[src/rtl/latch_pkg.sv]
// Shared types and default sizing for the latch bank.
package latch_pkg;

  typedef enum logic {
    MODE_TRANSPARENT = 1'b0,
    MODE_EDGE        = 1'b1
  } mode_e;

  localparam int unsigned DEF_WIDTH    = 8;
  localparam int unsigned DEF_CHANNELS = 4;
  localparam int unsigned DEF_DEPTH    = 4;

endpackage

[src/rtl/latch_bank_if.sv]
// Valid/ready event stream carrying one payload word per transfer.
interface latch_bank_if #(
  parameter int unsigned DW = 8
);
  logic          valid;
  logic          ready;
  logic [DW-1:0] data;

  modport master (output valid, output data, input ready);
  modport slave  (input valid, input data, output ready);
endinterface

[src/rtl/latch_event_fifo.sv]
// First-word fall-through event FIFO; a push into a full FIFO without a pop is dropped.
module latch_event_fifo #(
  parameter int unsigned WIDTH = 10,
  parameter int unsigned DEPTH = 4
) (
  input  logic             clk,
  input  logic             rst,
  input  logic             push,
  input  logic [WIDTH-1:0] push_data,
  output logic             drop_c,
  latch_bank_if.master     evt_out
);
  localparam int unsigned AW = $clog2(DEPTH);
  localparam int unsigned CW = AW + 1;

  logic [WIDTH-1:0] mem_q [DEPTH];
  logic [WIDTH-1:0] mem_d [DEPTH];
  logic [AW-1:0]    wr_ptr_q, wr_ptr_d;
  logic [AW-1:0]    rd_ptr_q, rd_ptr_d;
  logic [CW-1:0]    count_q, count_d;
  logic             valid_q, valid_d;
  logic [WIDTH-1:0] head_q, head_d;
  logic             do_push, do_pop, full, empty;

  // Head word is re-registered from the post-update memory image.
  always_comb begin
    mem_d    = mem_q;
    wr_ptr_d = wr_ptr_q;
    rd_ptr_d = rd_ptr_q;
    drop_c   = 1'b0;
    full     = (count_q == CW'(DEPTH));
    empty    = (count_q == '0);
    do_pop   = !empty && evt_out.ready;
    do_push  = push && (!full || do_pop);
    drop_c   = push && full && !do_pop;
    if (do_push) begin
      mem_d[wr_ptr_q] = push_data;
      wr_ptr_d        = wr_ptr_q + AW'(1);
    end
    if (do_pop) begin
      rd_ptr_d = rd_ptr_q + AW'(1);
    end
    count_d = count_q + CW'(do_push) - CW'(do_pop);
    valid_d = (count_d != '0);
    head_d  = mem_d[rd_ptr_d];
  end

  always_ff @(posedge clk) begin
    if (rst) begin
      for (int i = 0; i < int'(DEPTH); i++) mem_q[i] <= '0;
      wr_ptr_q <= '0;
      rd_ptr_q <= '0;
      count_q  <= '0;
      valid_q  <= 1'b0;
      head_q   <= '0;
    end else begin
      mem_q    <= mem_d;
      wr_ptr_q <= wr_ptr_d;
      rd_ptr_q <= rd_ptr_d;
      count_q  <= count_d;
      valid_q  <= valid_d;
      head_q   <= head_d;
    end
  end

  assign evt_out.valid = valid_q;
  assign evt_out.data  = head_q;

endmodule

[src/rtl/latch_bank.sv]
// Multi-channel bus latch with synchronized strobes, registered readback and a capture-event FIFO.
module latch_bank
  import latch_pkg::*;
#(
  parameter int unsigned WIDTH    = DEF_WIDTH,
  parameter int unsigned CHANNELS = DEF_CHANNELS,
  parameter int unsigned DEPTH    = DEF_DEPTH
) (
  input  logic                        clk,
  input  logic                        rst,
  input  logic [WIDTH-1:0]            d,
  input  logic [$clog2(CHANNELS)-1:0] sel,
  input  logic                        le,
  input  logic                        oe_n,
  input  logic                        mode,
  output logic [WIDTH-1:0]            q,
  output logic                        q_oe,
  output logic                        evt_valid,
  input  logic                        evt_ready,
  output logic [WIDTH-1:0]            evt_data,
  output logic [$clog2(CHANNELS)-1:0] evt_chan,
  output logic                        ovf,
  input  logic                        ovf_clr
);
  localparam int unsigned SW = $clog2(CHANNELS);
  localparam int unsigned PW = WIDTH + SW;

  logic [1:0]       le_sync_q, le_sync_d;
  logic [1:0]       oe_sync_q, oe_sync_d;
  logic [1:0]       sv_q, sv_d;
  logic             le_d_q, le_d_d;
  logic             arm_q, arm_d;
  mode_e            mode_q, mode_d;
  logic [WIDTH-1:0] bank_q [CHANNELS];
  logic [WIDTH-1:0] bank_d [CHANNELS];
  logic [WIDTH-1:0] q_q, q_d;
  logic             q_oe_q, q_oe_d;
  logic             ovf_q, ovf_d;
  logic             le_s, oe_s, rise, fall;
  logic             push;
  logic [PW-1:0]    push_data;
  logic             drop_c;

  latch_bank_if #(.DW(PW)) evt_bus ();

  // Edges are only honoured once the synchronizer has seen a genuine low after reset,
  // so a strobe held high across reset release never looks like a fresh capture.
  always_comb begin
    le_s      = le_sync_q[1];
    oe_s      = oe_sync_q[1];
    le_sync_d = {le_sync_q[0], le};
    oe_sync_d = {oe_sync_q[0], oe_n};
    sv_d      = {sv_q[0], 1'b1};
    le_d_d    = le_s;
    arm_d     = arm_q | (sv_q[1] & !le_s);
    mode_d    = mode_e'(mode);
    rise      = arm_q & le_s & !le_d_q;
    fall      = arm_q & !le_s & le_d_q;
    bank_d    = bank_q;
    push      = 1'b0;
    push_data = '0;
    case (mode_q)
      MODE_TRANSPARENT: begin
        if (arm_q && le_s) bank_d[sel] = d;
        if (fall) begin
          push      = 1'b1;
          push_data = {sel, bank_q[sel]};
        end
      end
      MODE_EDGE: begin
        if (rise) begin
          bank_d[sel] = d;
          push        = 1'b1;
          push_data   = {sel, d};
        end
      end
      default: ;
    endcase
    q_d    = oe_s ? '0 : bank_d[sel];
    q_oe_d = !oe_s;
    ovf_d  = drop_c | (ovf_q & !ovf_clr);
  end

  always_ff @(posedge clk) begin
    if (rst) begin
      le_sync_q <= 2'b00;
      oe_sync_q <= 2'b11;
      sv_q      <= 2'b00;
      le_d_q    <= 1'b0;
      arm_q     <= 1'b0;
      mode_q    <= MODE_TRANSPARENT;
      for (int i = 0; i < int'(CHANNELS); i++) bank_q[i] <= '0;
      q_q       <= '0;
      q_oe_q    <= 1'b0;
      ovf_q     <= 1'b0;
    end else begin
      le_sync_q <= le_sync_d;
      oe_sync_q <= oe_sync_d;
      sv_q      <= sv_d;
      le_d_q    <= le_d_d;
      arm_q     <= arm_d;
      mode_q    <= mode_d;
      bank_q    <= bank_d;
      q_q       <= q_d;
      q_oe_q    <= q_oe_d;
      ovf_q     <= ovf_d;
    end
  end

  latch_event_fifo #(.WIDTH(PW), .DEPTH(DEPTH)) u_fifo (
    .clk       (clk),
    .rst       (rst),
    .push      (push),
    .push_data (push_data),
    .drop_c    (drop_c),
    .evt_out   (evt_bus)
  );

  assign evt_bus.ready = evt_ready;
  assign evt_valid     = evt_bus.valid;
  assign evt_data      = evt_bus.data[WIDTH-1:0];
  assign evt_chan      = evt_bus.data[PW-1:WIDTH];
  assign q             = q_q;
  assign q_oe          = q_oe_q;
  assign ovf           = ovf_q;

endmodule

[config.mk]
export PLATFORM = sky130hd
export DESIGN_NAME = latch_bank
export DESIGN_NICKNAME = d
export VERILOG_FILES = /design/src/rtl/latch_pkg.sv /design/src/rtl/latch_bank_if.sv /design/src/rtl/latch_event_fifo.sv /design/src/rtl/latch_bank.sv
export SDC_FILE = /design/constraint.sdc
export NUM_CORES = 1
export LEC_CHECK = 0
export CORE_MARGIN = 1.5
export CORE_UTILIZATION = 35
export CTS_CLUSTER_DIAMETER = 30
export DETAILED_ROUTE_END_ITERATION = 6
export GPL_ROUTABILITY_DRIVEN = 0
export PLACE_DENSITY = 0.51
export SLEW_MARGIN = 10
export SYNTH_ARGS = -nofsm -noshare
export SYNTH_HDL_FRONTEND = slang
export SYNTH_SLANG_ARGS = --single-unit
[constraint.sdc]
create_clock -name clk -period 3.6 [get_ports clk]
set_input_delay 0.9 -clock clk [delete_from_list [all_inputs] [get_ports clk]]
set_output_delay 0.9 -clock clk [all_outputs]
set_load 0.05 [all_outputs]
==> metrics.cfg <==
[setup_path]
regToRegSetupSlack_ps = 890
crit_start = sel[0]
cp_max_fo = 9
crit_type = primary input to flip-flop
r2r_cells = 9
r2r-end = u_fifo.evt_out.valid
arrival_ps = 3220
start_kind = primary input
worstReg2RegStart = le_sync_q[1]
cp-end-kind = flip-flop
required_ps = 3870

[clock_network]
cts_root_buffer = clkbuf_16
cts_setup_buffers = 0
cts_buffers = 9
clk_path_buf_depth = 2
cts.sinks = 109
insertion_delay_ps = 360
clk_pin_slew_ps = 70
cts_tree = built
htreeDepth = 3
cts_hold_buf = 0
postCtsResizedCells = 0

[global_route]
antenna_found_initial = 0
grt_max_degree = 63
grt_overflow = 0
grt_usage_pct = 15.8
grt_pass1_vias = 3400
grt_first_pass_wirelength_um = 18000

[final_layout]
fill_cells = 1377
postLayoutCellArea_mm2 = 0.00574
layout_common_cells = 109 x dfxtp_1, 98 x mux2i_1, 81 x nor2_1, 36 x clkdlybuf4s50_1, 25 x nand2_1
n_antenna_cell = 0
final_common_cell = dfxtp_1
final_layout_size_suffix_gt1_share_pct = 8.94
layout-area-overhead-vs-synth_pct = 17.2
nets = 545

[place]
io_buffers = 37
dp.final_hpwl_um = 7570
postPlaceCellArea_mm2 = 0.00545

[sta]
post-route-min-period_ps = 2950
clock.fmax_mhz = 339
setup_tns_ps = 0
finalHoldViolations = 0
rsz0062_at_grt = no
max_slew_margin_pct = 47.6
finalSetupViolCount = 0
finalClockSkew_ps = 7.54
final_max_slew_viol_count = 0
worst_slew_pin_slew_ps = 785
fin_crit_sh_pct = 82.0

[detailed_routing]
drtIter0Drc = 251
wirelength_um = 11000
ant_nets = 0
drc = 0
routedWlPerCell_um = 15.6
vias = 3586
dr.pass1.iters = 4
viasPerCell = 5.08

[floorplan]
die_w_um = 121
core_mm2 = 0.0138
fp.dieArea_mm2 = 0.0147
rows = 43
io_pins = 38
die_y_um = 121
start_util_pct = 35.6

[yosys]
synth_edf_count = 0
async_flop_share_pct = 0
postSynthAreaPerCell_um2 = 9.96
synth_cell_types = 48
ys_ff_latch = 109
ys.flop_type = dfxtp_1
synth_area_mm2 = 0.00490
syn-num-nets = 516
yosysSeqAreaShare_pct = 44.5
postSynthCellCount = 492
yosys_warnings = 0

[status]
status = finished clean

[worst_hold_path]
worst_hold_path_type = flip-flop to flip-flop
whs_path_depth = 1
min_from = oe_sync_q[0]
holdPathEnd = oe_sync_q[1]

[pwr]
p_leak_nw = 2.24
vdd.ir_drop.worst_mv = 0.264
powerDensity_mw_per_mm2 = 504

[run]
max_cap_viol_count = 0

## cell families (layout without fill, tap and decap cells)
kind of cell             after synthesis  count (layout)  synth area share (%)
XOR/XNOR                               6               6                  1.23
AO/OA/AOI/OAI                         72              72                  11.9
flip-flops                           109             109                  44.5
multiplexers                          99              99                  20.2
AND/OR/NAND/NOR                      152             152                  15.6
buffers and inverters                 47              81                  4.52
adder cells (fa/ha/maj)                7               7                  1.94
## metal layers
layer / global-route usage [%] / share of wire (%) / up-vias / wire length [um]
met5: 0 / 0 / - / 0
met4: 7.35 / 2.0 / 0 / 222
met3: 3.01 / 3.4 / 14 / 375
met2: 24.3 / 44 / 64 / 4850
met1: 21.5 / 51 / 1727 / 5570
li1: - / - / 1781 / -
## critical path, stage by stage
cell             delay (ps)
clkdlybuf4s50_1         640
or4bb_1                 700
o221ai_1                410
mux2i_1                 150
o22a_1                  250
a31oi_1                 170
## flip-flops by register name (all words and copies together), names as in the netlist, 3 cells and up
name,cells
bank_q,32
u_fifo.count_q,3
u_fifo.mem_q,40
u_fifo.evt_out.data,10
q,8
## synthesized netlist by cell type, types with 9 or more instances
master      n  share of area, %
o221ai_1   10               1.8
inv_1      12              0.92
clkbuf_1   15               1.1
nand2_1    25               1.9
a21oi_1    10               1.0
and2_1      9               1.1
buf_2      12               1.2
mux2i_1    98                20
dfxtp_1   109                45
nor2_1     81               6.2
## stage by stage
step / instances / hold slack, ps / setup WS (ps) / util (%) / total power [W]
5_1_grt: 706 / 445 / 554 / 41.7 / 0.00305
4_1_cts: 706 / 420 / 667 / 41.7 / 0.00293
3_3_place_gp: 690 / 400 / 299 / 39.6 / 0.00194
6_report: 706 / 414 / 649 / 41.7 / 0.00289
2_1_floorplan: 492 / 389 / 792 / - / 0.00173
3_5_place_dp: 690 / 404 / 293 / 39.6 / 0.00193
## final cells by class
class,count,area [um^2],share of cell area [%]
clock buffer,12,246,4.29
clock inverter,4,47.5,0.828
inverter,12,45.0,0.784
multi-input combinational,336,2500,43.5
sequential,109,2180,38.0
tap,180,225,3.92
timing repair buffer,53,498,8.67
## worst max-delay path by stage
stage,cells past startpoint,slack (ps),endpoint
floorplan,8,790,u_fifo.evt_out.valid
global placement,6,300,u_fifo.evt_out.data[3]
detailed placement,6,290,u_fifo.evt_out.data[0]
CTS,6,670,u_fifo.evt_out.data[0]
global route,6,550,u_fifo.evt_out.data[0]
finish,6,650,u_fifo.evt_out.data[0]
## power by group
part           total [W]  switching [W]  internal (W)
logic           0.000597       0.000367      0.000229
clock network   0.000994       0.000437      0.000557
registers        0.00130      0.0000544       0.00125
total            0.00289       0.000859       0.00203
(Power assumes the default switching activity.)
